$ cat config.mk
export PLATFORM = sky130hd
export DESIGN_NAME = muldiv_unit
export DESIGN_NICKNAME = d
export VERILOG_FILES = /design/src/rtl/muldiv_pkg.sv /design/src/rtl/muldiv_signfix.sv /design/src/rtl/muldiv_unit.sv
export SDC_FILE = /design/constraint.sdc
export NUM_CORES = 1
export LEC_CHECK = 0
export BUFFER_PORTS_ARGS = -buffer_cell sky130_fd_sc_hd__clkbuf_2
export CAP_MARGIN = 30
export CORE_MARGIN = 1.5
export CORE_UTILIZATION = 61
export CTS_BUF_LIST = sky130_fd_sc_hd__clkbuf_16
export CTS_CLUSTER_DIAMETER = 200
export DETAILED_ROUTE_END_ITERATION = 8
export PLACE_DENSITY = 0.85
export SYNTH_ARGS = -nofsm -noshare
export SYNTH_HDL_FRONTEND = slang
export SYNTH_SLANG_ARGS = --single-unit
$ cat constraint.sdc
create_clock -name clk -period 6.48 [get_ports clk]
set_input_delay 0.648 -clock clk [delete_from_list [all_inputs] [get_ports clk]]
set_output_delay 0.648 -clock clk [all_outputs]
set_load 0.1 [all_outputs]
$ cat src/rtl/muldiv_pkg.sv
// -----------------------------------------------------------------------------
// muldiv_pkg
// Shared pipeline definitions for the iterative multiply/divide unit:
// operation codes, FSM state encoding, datapath width and small decode helpers.
// -----------------------------------------------------------------------------
package muldiv_pkg;

   localparam int WIDTH = 32;

   // Operation codes presented on the op bus alongside start
   localparam logic [2:0] MD_MULT  = 3'b000;
   localparam logic [2:0] MD_MULTU = 3'b001;
   localparam logic [2:0] MD_DIV   = 3'b010;
   localparam logic [2:0] MD_DIVU  = 3'b011;
   localparam logic [2:0] MD_MTHI  = 3'b100;
   localparam logic [2:0] MD_MTLO  = 3'b101;

   typedef enum logic [1:0] {
      IDLE = 2'd0,
      RUN  = 2'd1,
      FIX  = 2'd2
   } mdState_t;

   // True for the four iterative operations that occupy the unit
   function automatic logic isMdOp(input logic [2:0] opCode);
      return (opCode == MD_MULT) || (opCode == MD_MULTU) ||
             (opCode == MD_DIV)  || (opCode == MD_DIVU);
   endfunction

   // True for the two divide flavours
   function automatic logic isDivOp(input logic [2:0] opCode);
      return (opCode == MD_DIV) || (opCode == MD_DIVU);
   endfunction

   // True for the operations whose operands are two's complement
   function automatic logic isSignedOp(input logic [2:0] opCode);
      return (opCode == MD_MULT) || (opCode == MD_DIV);
   endfunction

endpackage

$ cat src/rtl/muldiv_signfix.sv
// -----------------------------------------------------------------------------
// muldiv_signfix
// Purely combinational sign correction applied to the raw unsigned result of
// the iterative core before it is written to HI/LO.
// Ports:
//   raw    - unsigned core result: product, or {remainder, quotient}
//   signA  - sign of the first operand (0 for unsigned ops)
//   signB  - sign of the second operand (0 for unsigned ops)
//   op     - operation that produced raw
//   hiFix  - corrected HI value
//   loFix  - corrected LO value
// -----------------------------------------------------------------------------
module muldiv_signfix
   import muldiv_pkg::*;
#(
   parameter int W = WIDTH
) (
   input  logic [2*W-1:0] raw,
   input  logic           signA,
   input  logic           signB,
   input  logic [2:0]     op,
   output logic [W-1:0]   hiFix,
   output logic [W-1:0]   loFix
);

   logic [2*W-1:0] prodNeg;
   logic [W-1:0]   quoNeg;
   logic [W-1:0]   remNeg;

   // Two's complement negations of the full product and of each half
   always_comb begin
      prodNeg = ~raw + {{(2*W-1){1'b0}}, 1'b1};
      quoNeg  = ~raw[W-1:0] + {{(W-1){1'b0}}, 1'b1};
      remNeg  = ~raw[2*W-1:W] + {{(W-1){1'b0}}, 1'b1};
   end

   // Select corrected halves; the remainder follows the dividend's sign
   always_comb begin
      hiFix = raw[2*W-1:W];
      loFix = raw[W-1:0];
      case (op)
         MD_MULT: begin
            if (signA ^ signB) begin
               {hiFix, loFix} = prodNeg;
            end else begin
               {hiFix, loFix} = raw;
            end
         end
         MD_DIV: begin
            if (signA ^ signB) begin
               loFix = quoNeg;
            end else begin
               loFix = raw[W-1:0];
            end
            if (signA) begin
               hiFix = remNeg;
            end else begin
               hiFix = raw[2*W-1:W];
            end
         end
         default: begin
            hiFix = raw[2*W-1:W];
            loFix = raw[W-1:0];
         end
      endcase
   end

endmodule

$ cat src/rtl/muldiv_unit.sv
// -----------------------------------------------------------------------------
// muldiv_unit
// Iterative multiply/divide unit in the execute stage. Owns the architectural
// HI/LO registers. Mult/div take one issue edge, ITER iteration edges and one
// sign-fix edge; MTHI/MTLO write in a single cycle when the unit is idle.
// Ports:
//   clk      - system clock, rising edge
//   rst      - asynchronous active-high reset
//   start    - issue the op on the current EX cycle
//   op       - operation code (muldiv_pkg MD_*)
//   busA     - first operand (rs)
//   busB     - second operand (rt)
//   kill     - pipeline flush, aborts any in-flight op
//   rd_hilo  - MFHI/MFLO present in EX
//   hi, lo   - HI/LO registers
//   busy     - registered, high while an op is in flight
//   stall    - combinational hold request to the hazard logic
// -----------------------------------------------------------------------------
module muldiv_unit
   import muldiv_pkg::*;
#(
   parameter int WIDTH = muldiv_pkg::WIDTH,
   parameter int ITER  = 32  // must equal WIDTH: one quotient/product bit per edge
) (
   input  logic             clk,
   input  logic             rst,
   input  logic             start,
   input  logic [2:0]       op,
   input  logic [WIDTH-1:0] busA,
   input  logic [WIDTH-1:0] busB,
   input  logic             kill,
   input  logic             rd_hilo,
   output logic [WIDTH-1:0] hi,
   output logic [WIDTH-1:0] lo,
   output logic             busy,
   output logic             stall
);

   localparam int W  = WIDTH;
   localparam int CW = $clog2(ITER);

   mdState_t          stateR;
   mdState_t          stateNext;
   logic [CW-1:0]     counterR;
   logic [2*W-1:0]    prodR;      // product, or {remainder, dividend/quotient}
   logic [W-1:0]      opBR;       // multiplicand / divisor magnitude
   logic [2:0]        opR;
   logic              signAR;
   logic              signBR;
   logic              busyR;
   logic [W-1:0]      hiR;
   logic [W-1:0]      loR;

   logic              idleS;
   logic              issueMdS;
   logic              mtHiS;
   logic              mtLoS;
   logic              fixWriteS;
   logic [W-1:0]      magAS;
   logic [W-1:0]      magBS;
   logic [W:0]        mulSumS;
   logic [W:0]        divShiftS;
   logic [W:0]        divTrialS;
   logic [2*W-1:0]    stepNextS;
   logic [W-1:0]      fixHiS;
   logic [W-1:0]      fixLoS;

   // Issue decode; kill suppresses every kind of issue on the same edge
   always_comb begin
      idleS     = (stateR == IDLE);
      issueMdS  = start & ~kill & idleS & isMdOp(op);
      mtHiS     = start & ~kill & idleS & (op == MD_MTHI);
      mtLoS     = start & ~kill & idleS & (op == MD_MTLO);
      fixWriteS = (stateR == FIX) & ~kill;
   end

   // Operand magnitudes; only signed ops fold negative values
   always_comb begin
      if (isSignedOp(op) && busA[W-1]) begin
         magAS = ~busA + {{(W-1){1'b0}}, 1'b1};
      end else begin
         magAS = busA;
      end
      if (isSignedOp(op) && busB[W-1]) begin
         magBS = ~busB + {{(W-1){1'b0}}, 1'b1};
      end else begin
         magBS = busB;
      end
   end

   // One iteration step: shift-add multiply or restoring divide
   always_comb begin
      mulSumS   = {1'b0, prodR[2*W-1:W]} + (prodR[0] ? {1'b0, opBR} : {(W+1){1'b0}});
      divShiftS = {prodR[2*W-1:W], prodR[W-1]};
      divTrialS = divShiftS - {1'b0, opBR};
      if (isDivOp(opR)) begin
         if (divTrialS[W]) begin
            stepNextS = {divShiftS[W-1:0], prodR[W-2:0], 1'b0};
         end else begin
            stepNextS = {divTrialS[W-1:0], prodR[W-2:0], 1'b1};
         end
      end else begin
         // Product bits leave the bottom as the accumulator shifts in from the top
         stepNextS = {mulSumS, prodR[W-1:1]};
      end
   end

   muldiv_signfix #(.W(W)) uSignfix (
      .raw   (prodR),
      .signA (signAR),
      .signB (signBR),
      .op    (opR),
      .hiFix (fixHiS),
      .loFix (fixLoS)
   );

   // FSM next-state logic
   always_comb begin
      stateNext = stateR;
      case (stateR)
         IDLE: begin
            if (issueMdS) begin
               stateNext = RUN;
            end else begin
               stateNext = IDLE;
            end
         end
         RUN: begin
            if (kill) begin
               stateNext = IDLE;
            end else if (counterR == {CW{1'b0}}) begin
               stateNext = FIX;
            end else begin
               stateNext = RUN;
            end
         end
         FIX: begin
            stateNext = IDLE;
         end
         default: begin
            stateNext = IDLE;
         end
      endcase
   end

   // FSM state and busy flag registers
   always_ff @(posedge clk or posedge rst) begin
      if (rst) begin
         stateR <= IDLE;
         busyR  <= 1'b0;
      end else begin
         stateR <= stateNext;
         busyR  <= (stateNext != IDLE);
      end
   end

   // Iteration datapath: operand capture on issue, one step per RUN edge
   always_ff @(posedge clk or posedge rst) begin
      if (rst) begin
         prodR    <= {(2*W){1'b0}};
         opBR     <= {W{1'b0}};
         opR      <= MD_MULT;
         signAR   <= 1'b0;
         signBR   <= 1'b0;
         counterR <= {CW{1'b0}};
      end else begin
         case (stateR)
            IDLE: begin
               if (issueMdS) begin
                  prodR    <= {{W{1'b0}}, magAS};
                  opBR     <= magBS;
                  opR      <= op;
                  signAR   <= isSignedOp(op) & busA[W-1];
                  signBR   <= isSignedOp(op) & busB[W-1];
                  counterR <= CW'(ITER - 1);
               end
            end
            RUN: begin
               if (!kill) begin
                  prodR    <= stepNextS;
                  counterR <= counterR - {{(CW-1){1'b0}}, 1'b1};
               end
            end
            default: begin
               counterR <= counterR;
            end
         endcase
      end
   end

   // Architectural HI/LO: sign-fixed result or MTHI/MTLO move
   always_ff @(posedge clk or posedge rst) begin
      if (rst) begin
         hiR <= {W{1'b0}};
         loR <= {W{1'b0}};
      end else if (fixWriteS) begin
         hiR <= fixHiS;
         loR <= fixLoS;
      end else begin
         if (mtHiS) begin
            hiR <= busA;
         end
         if (mtLoS) begin
            loR <= busA;
         end
      end
   end

   assign hi    = hiR;
   assign lo    = loR;
   assign busy  = busyR;
   assign stall = busyR & (start | rd_hilo);

endmodule

==> impl_metrics.tcl, run 1 <==
set metrics [dict create \
    fmax_mhz 219.9 \
    cts_tree "built" \
    cts_setup_buffers 0 \
    cp_slowest_stage_delay_ns 0.77 \
    rows 55 \
    htree_levels 4 \
    synth_most_common_cell "nand2_1" \
    clkTransAtPathRegs_ns 0.08 \
    crit_chain "inv_1 > nor2_1 > ha_1 > a21o_1 > a221oi_1 > o211a_1 > o21ai_0 > a31oi_1 > nor3_1 > a2111oi_0 > nor2_1 > o41ai_1" \
    die_area_mm2 0.02421 \
    nets 2025 \
    p_int_uw 3330 \
    crit_arrival_ns 4.89 \
    drv_slew 0 \
    numCtsBuffers 17 \
    clock_power_share_pct 14.1 \
    pwr-share-comb_pct 60.5 \
    synth.net_count 1957 \
    seq_area_frac_synth_pct 30.48 \
    synth_edf_count 0 \
    powerDensity_mw_per_mm2 463.3 \
    swShare_pct 53.98 \
    ir_drop_mv 0.2269 \
    synth.top_cell.area_share_pct 30.48 \
    start_kind "flip-flop" \
    yosys-top-cells-count "291 x nand2_1, 235 x o21ai_0, 173 x dfrtp_1, 127 x nor2_1, 120 x a21oi_1" \
    end_kind "flip-flop" \
    ys_warn_count 0 \
    hold_viol_final 0 \
    fillers 1847 \
    synthDistinctLibCells 70 \
    overflow 0 \
    worst-path-max-fanout 32 \
    areaGrowthSynthToFinish_pct 9.965 \
    clkLatencyLatePin_ns 0.45 \
    grt_max_degree 129 \
    wl_mm 40.40 \
    die_height_um 155.6 \
    ff_latch_area_mm2 0.004329 \
    port_buffers 137 \
    fin_crit_sh_pct 70.18 \
    cts.path.max_buffers 2 \
    start_util_pct 62.53 \
    die_width_um 155.6 \
    slowest_stage "inv_1" \
    finClkSkew_ns 0.01470 \
    power_frac_seq_pct 25.4 \
    ctsHoldBuffers 0 \
    switchingPower_uw 3905 \
    synth_flop_cell "dfrtp_1" \
    critPathMostFrequentCell "nor2_1" \
    drtIter0Drc 1376 \
    drc_errors 0 \
    track_usage_pct 33.65 \
    grt_setup_unrepaired "no" \
    ant_nets 0 \
    post-dp-hpwl_mm 29.18 \
    wire_per_inst_um 18.53 \
    postCtsResizedCells 0 \
    grt_pass1_vias 13180 \
    core_area_mm2 0.02271 \
    relSlewSlack_pct 30.30 \
    synth_async_sr_flop_share_pct 100.0 \
    num_io_pins 138 \
    avgSynthCellArea_um2 7.829 \
    final_cells 2180 \
    worstSetupPathType "reg -> reg" \
    yosys-top-cells-area "dfrtp_1 30%, o21ai_0 8.3%, nand2_1 7.7%" \
    antenna_found_initial 0 \
    yosysTopAreaCell "dfrtp_1" \
    cp.required_ns 6.82 \
    multi_input_area_mm2 0.009273 \
    setup_violations 0 \
    fin_setup_tns_ns 0 \
    cts_sinks 173 \
    r2r-start "prodR[0]" \
    vias 13890 \
    routed_via_density 6.373 \
    hp-class "in -> async" \
    diodes 0 \
    ys_ff_latch 173 \
    gp_congestion 0.9753 \
    period_minus_slack_ns 4.548 \
    firstDrtPassIters 6 \
    status "finished, final reports clean" \
    dp.cells 2147 \
    leakagePower_uw 0.007081 \
    cap_violations 0 \
    worst_pin_slew_ns 1.044 \
    synth_cells 1814 \
    grt_pass1_wl_mm 65.34 \
    cp-startpoint "prodR[0]" \
    syn_area_mm2 0.01420 \
    drive_gt1_share_pct 11.45 \
    cts-root-buf "clkbuf_16" \
]
critical path: cells and delay by family (launching register included):
kind,cells,cell delay [ns]
DFF,1,0.44
AOI/OAI and AO/OA,7,2.51
adders and majority gates,1,0.40
buffers and inverters,1,0.77
and+or+nand+nor,3,0.32
logic make-up (layout without fill, tap and decap cells):
group | count (synthesis) | count (layout) | synth area share, %
buf+inv | 165 | 246 | 4.485
flops | 173 | 173 | 30.48
mux | 80 | 80 | 5.665
fa+ha+maj | 71 | 71 | 6.361
simple gates | 628 | 628 | 20.43
xor+xnor | 174 | 174 | 10.73
compound gates | 523 | 523 | 21.84
final timing paths:
kind,to,slack [ns],cells past startpoint
worst min-delay path,prodR[39],0.27,2
max in group asynchronous,hi[20],4.98,3
worst min register to register,opBR[14],0.48,2
min in group clk,opBR[31],0.47,3
worst max register to register,prodR[61],1.93,12
worst max-delay path,prodR[61],1.93,12
cell type report:
type	count	area share, %
Multi-Input combinational cell	1476	59.38
Sequential cell	173	27.72
Timing Repair Buffer	153	5.432
Clock buffer	17	2.724
Tap cell	285	2.283
Inverter	61	1.498
Clock inverter	15	0.9615
registers in the layout, indices dropped and copies added, names as in the netlist:
| register | count |
|---|---|
| busy | 1 |
| counterR | 5 |
| hi | 32 |
| lo | 32 |
| opBR | 32 |
| opR | 3 |
| prodR | 64 |
| signAR | 1 |
| signBR | 1 |
| stateR | 2 |
cell usage in the layout (no fill, tap or decap), drive strengths merged, types with 44 or more instances in the layout:
master and n:
a21oi 120, clkbuf 154, dfrtp 173, ha 69, inv 70, mux2i 77, nand2 291, nand3 44
nor2 127, o21ai 240, xnor2 95, xor2 79
layer usage:
layer / up-vias / track usage (%) / part of all wire [%]
met1: 6483 / 43.04 / 41
met3: 133 / 4.722 / 7.9
li1: 6557 / - / -
met2: 720 / 56.53 / 47
met4: 0 / 15.65 / 3.7
met5: - / 0 / 0
metrics by stage:
step	util (%)	instance area (um^2)	setup WS, ns	hold slack, ns	total power [uW]
floorplan	-	14200	1.144	0.4436	5106
global placement	65.91	14970	2.237	0.4573	5974
detailed placement	66.11	15010	2.123	0.4643	6090
CTS	68.64	15590	2.045	0.2914	7132
global route	68.77	15620	1.598	0.3258	7678
finish	68.77	15620	1.932	0.2703	7235
power groups by stage:
stage          clock, uW  combinational, uW  sequential (uW)
2_1_floorplan          0               2710             2400
3_3_place_gp           0               4160             1820
3_5_place_dp           0               4260             1830
4_1_cts             1020               4290             1820
5_1_grt             1070               4740             1870
6_report            1020               4380             1840
No activity file was read; power rests on OpenSTA's default activity.
==> run 2: changes to the inputs <==
--- a/config.mk
+++ b/config.mk
@@ -8,11 +8,11 @@
 export BUFFER_PORTS_ARGS = -buffer_cell sky130_fd_sc_hd__clkbuf_2
 export CAP_MARGIN = 30
 export CORE_MARGIN = 1.5
-export CORE_UTILIZATION = 61
+export CORE_UTILIZATION = 55
 export CTS_BUF_LIST = sky130_fd_sc_hd__clkbuf_16
 export CTS_CLUSTER_DIAMETER = 200
 export DETAILED_ROUTE_END_ITERATION = 8
-export PLACE_DENSITY = 0.85
+export PLACE_DENSITY = 0.81
 export SYNTH_ARGS = -nofsm -noshare
 export SYNTH_HDL_FRONTEND = slang
 export SYNTH_SLANG_ARGS = --single-unit
==> constraint.sdc (replaced) <==
create_clock -name clk -period 3.68 [get_ports clk]
set_input_delay 0.368 -clock clk [delete_from_list [all_inputs] [get_ports clk]]
set_output_delay 0.368 -clock clk [all_outputs]
set_load 0.1 [all_outputs]
==> impl_metrics.tcl, run 2 (synthesis gave the netlist of run 1 again) <==
set metrics [dict create \
    status "finished, final reports clean" \
    track_usage_pct 32.22 \
    leakagePower_uw 0.007358 \
    layout_commonest_cell "nand2_1" \
    fin_setup_tns_ns 0 \
    pwr-share-comb_pct 63.0 \
    cts_sinks 173 \
    start_kind "flip-flop" \
    antenna_found_initial 1 \
    end_kind "flip-flop" \
    mostFrequentLayoutCells "291 x nand2_1, 235 x o21ai_0, 173 x dfrtp_1, 137 x clkbuf_2, 126 x nor2_1" \
    numCtsBuffers 17 \
    port_buffers 137 \
    cts_tree "built" \
    ir_drop_mv 0.5076 \
    crit_arrival_ns 3.86 \
    die_width_um 163.7 \
    start_util_pct 56.23 \
    finalWorstSetupSlack_ns 0.1625 \
    rows 58 \
    largest_register_ffs 64 \
    diodes 0 \
    core_area_mm2 0.02525 \
    gp_congestion 0.9708 \
    cp.required_ns 4.02 \
    die_height_um 163.7 \
    reg2regPathDepth 15 \
    cts-root-buf "clkbuf_16" \
    grt_setup_unrepaired "no" \
    p_int_uw 6247 \
    cts.path.max_buffers 2 \
    pre_cts_slack_ns 0.1023 \
    wl_mm 42.80 \
    hp-class "in -> reg" \
    powerDensity_mw_per_mm2 824.6 \
    setup_violations 0 \
    grt_pass1_wl_mm 68.72 \
    nets 2079 \
    areaGrowthSynthToFinish_pct 13.57 \
    ant_nets 0 \
    post-dp-hpwl_mm 31.99 \
    switchingPower_uw 7052 \
    grt_max_degree 85 \
    fin_crit_sh_pct 95.59 \
    overflow 0 \
    drc_errors 0 \
    drv_slew 0 \
    clock_power_share_pct 13.7 \
    die_area_mm2 0.02679 \
    worst-path-max-fanout 5 \
    cap_violations 0 \
    power_frac_seq_pct 23.3 \
    routed_via_density 6.204 \
    firstDrtPassIters 6 \
    swShare_pct 53.03 \
    fmax_mhz 284.3 \
    grt_pass1_vias 13490 \
    relSlewSlack_pct 43.89 \
    worstSetupPathType "reg -> reg" \
    fin_util_pct 63.86 \
    whs_path_depth 3 \
    finClkSkew_ns 0.01643 \
    wire_per_inst_um 18.79 \
    htree_levels 4 \
    drive_gt1_share_pct 13.96 \
    hold_viol_final 0 \
    clkTransAtPathRegs_ns 0.08 \
    fin_area_mm2 0.01613 \
    vias 14130 \
    clkLatencyLatePin_ns 0.44 \
    hold_slack_ns 0.1813 \
    drtIter0Drc 1391 \
    worst_pin_slew_ns 0.8416 \
    num_io_pins 138 \
    top_register "prodR" \
    period_minus_slack_ns 3.518 \
    placed_area_mm2 0.01548 \
]
## run 2: cell types whose count changed in the layout (fill, tap and decap cells not counted), moves of 2 or more
cell	before	now
buf_12	2	4
buf_4	12	62
clkinv_4	2	5
clkinv_8	1	3
inv_1	60	58
inv_8	8	5
## run 2: area by class of cell
cell class	count	area, um^2
fill	2160	9126
inverter	61	236.5
timing repair buffer	206	1274
clock buffer	17	425.4
sequential	173	4329
tap	330	412.9
clock inverter	14	156.4
multi-input combinational	1477	9294
## run 2: final timing paths
check	from	to	slack [ns]
setup / recovery	prodR[0]	prodR[59]	0.16
max in group asynchronous	rst	hi[24]	2.63
hold reg to reg	opBR[5]	opBR[5]	0.48
setup reg to reg	prodR[0]	prodR[59]	0.16
hold / removal	busB[31]	opBR[31]	0.18
min in group asynchronous	rst	prodR[8]	0.41
## run 2: metal layers
metal | GRT usage, % | vias up | wire length (um)
met1 | 41.94 | 6588 | 17910
met2 | 53.82 | 767 | 20110
met5 | 0 | - | 0
li1 | - | 6651 | -
met4 | 12.60 | 0 | 1387
met3 | 4.672 | 126 | 3380
## run 2: timing repair
action                                  4_1_cts  5_1_grt
hold buffers                                  1        0
setup buffers                                 0        4
resized for setup                             0        4
endpoints found under the hold margin         5        0
endpoints found under the setup margin        0       16
## run 2: worst max-delay path: stages, from the launching register on
cell	delay, ns
dfrtp_1	0.40
buf_4	0.16
and2_1	0.12
ha_1	0.16
inv_1	0.06
fa_1	0.41
nor2b_1	0.19
o31a_1	0.20
a21oi_1	0.12
o21ai_0	0.40
a31oi_1	0.19
buf_4	0.19
o21a_1	0.17
o21ai_0	0.27
xnor2_1	0.11
a211oi_1	0.25
## run 2: per-stage QoR
step / total power [uW] / instances
after global placement: 10990 / 2238
after detailed placement: 11180 / 2241
after floorplan: 8992 / 1814
after global routing: 14120 / 2278
after CTS: 13030 / 2273
final: 13300 / 2278
## run 2: power by group through the flow
stage / Clock [uW] / Combinational [uW] / Sequential (uW)
floorplan: 0 / 4770 / 4220
global placement: 0 / 7930 / 3060
detailed placement: 0 / 8090 / 3090
CTS: 1840 / 8140 / 3060
global route: 1930 / 9050 / 3150
finish: 1830 / 8380 / 3100
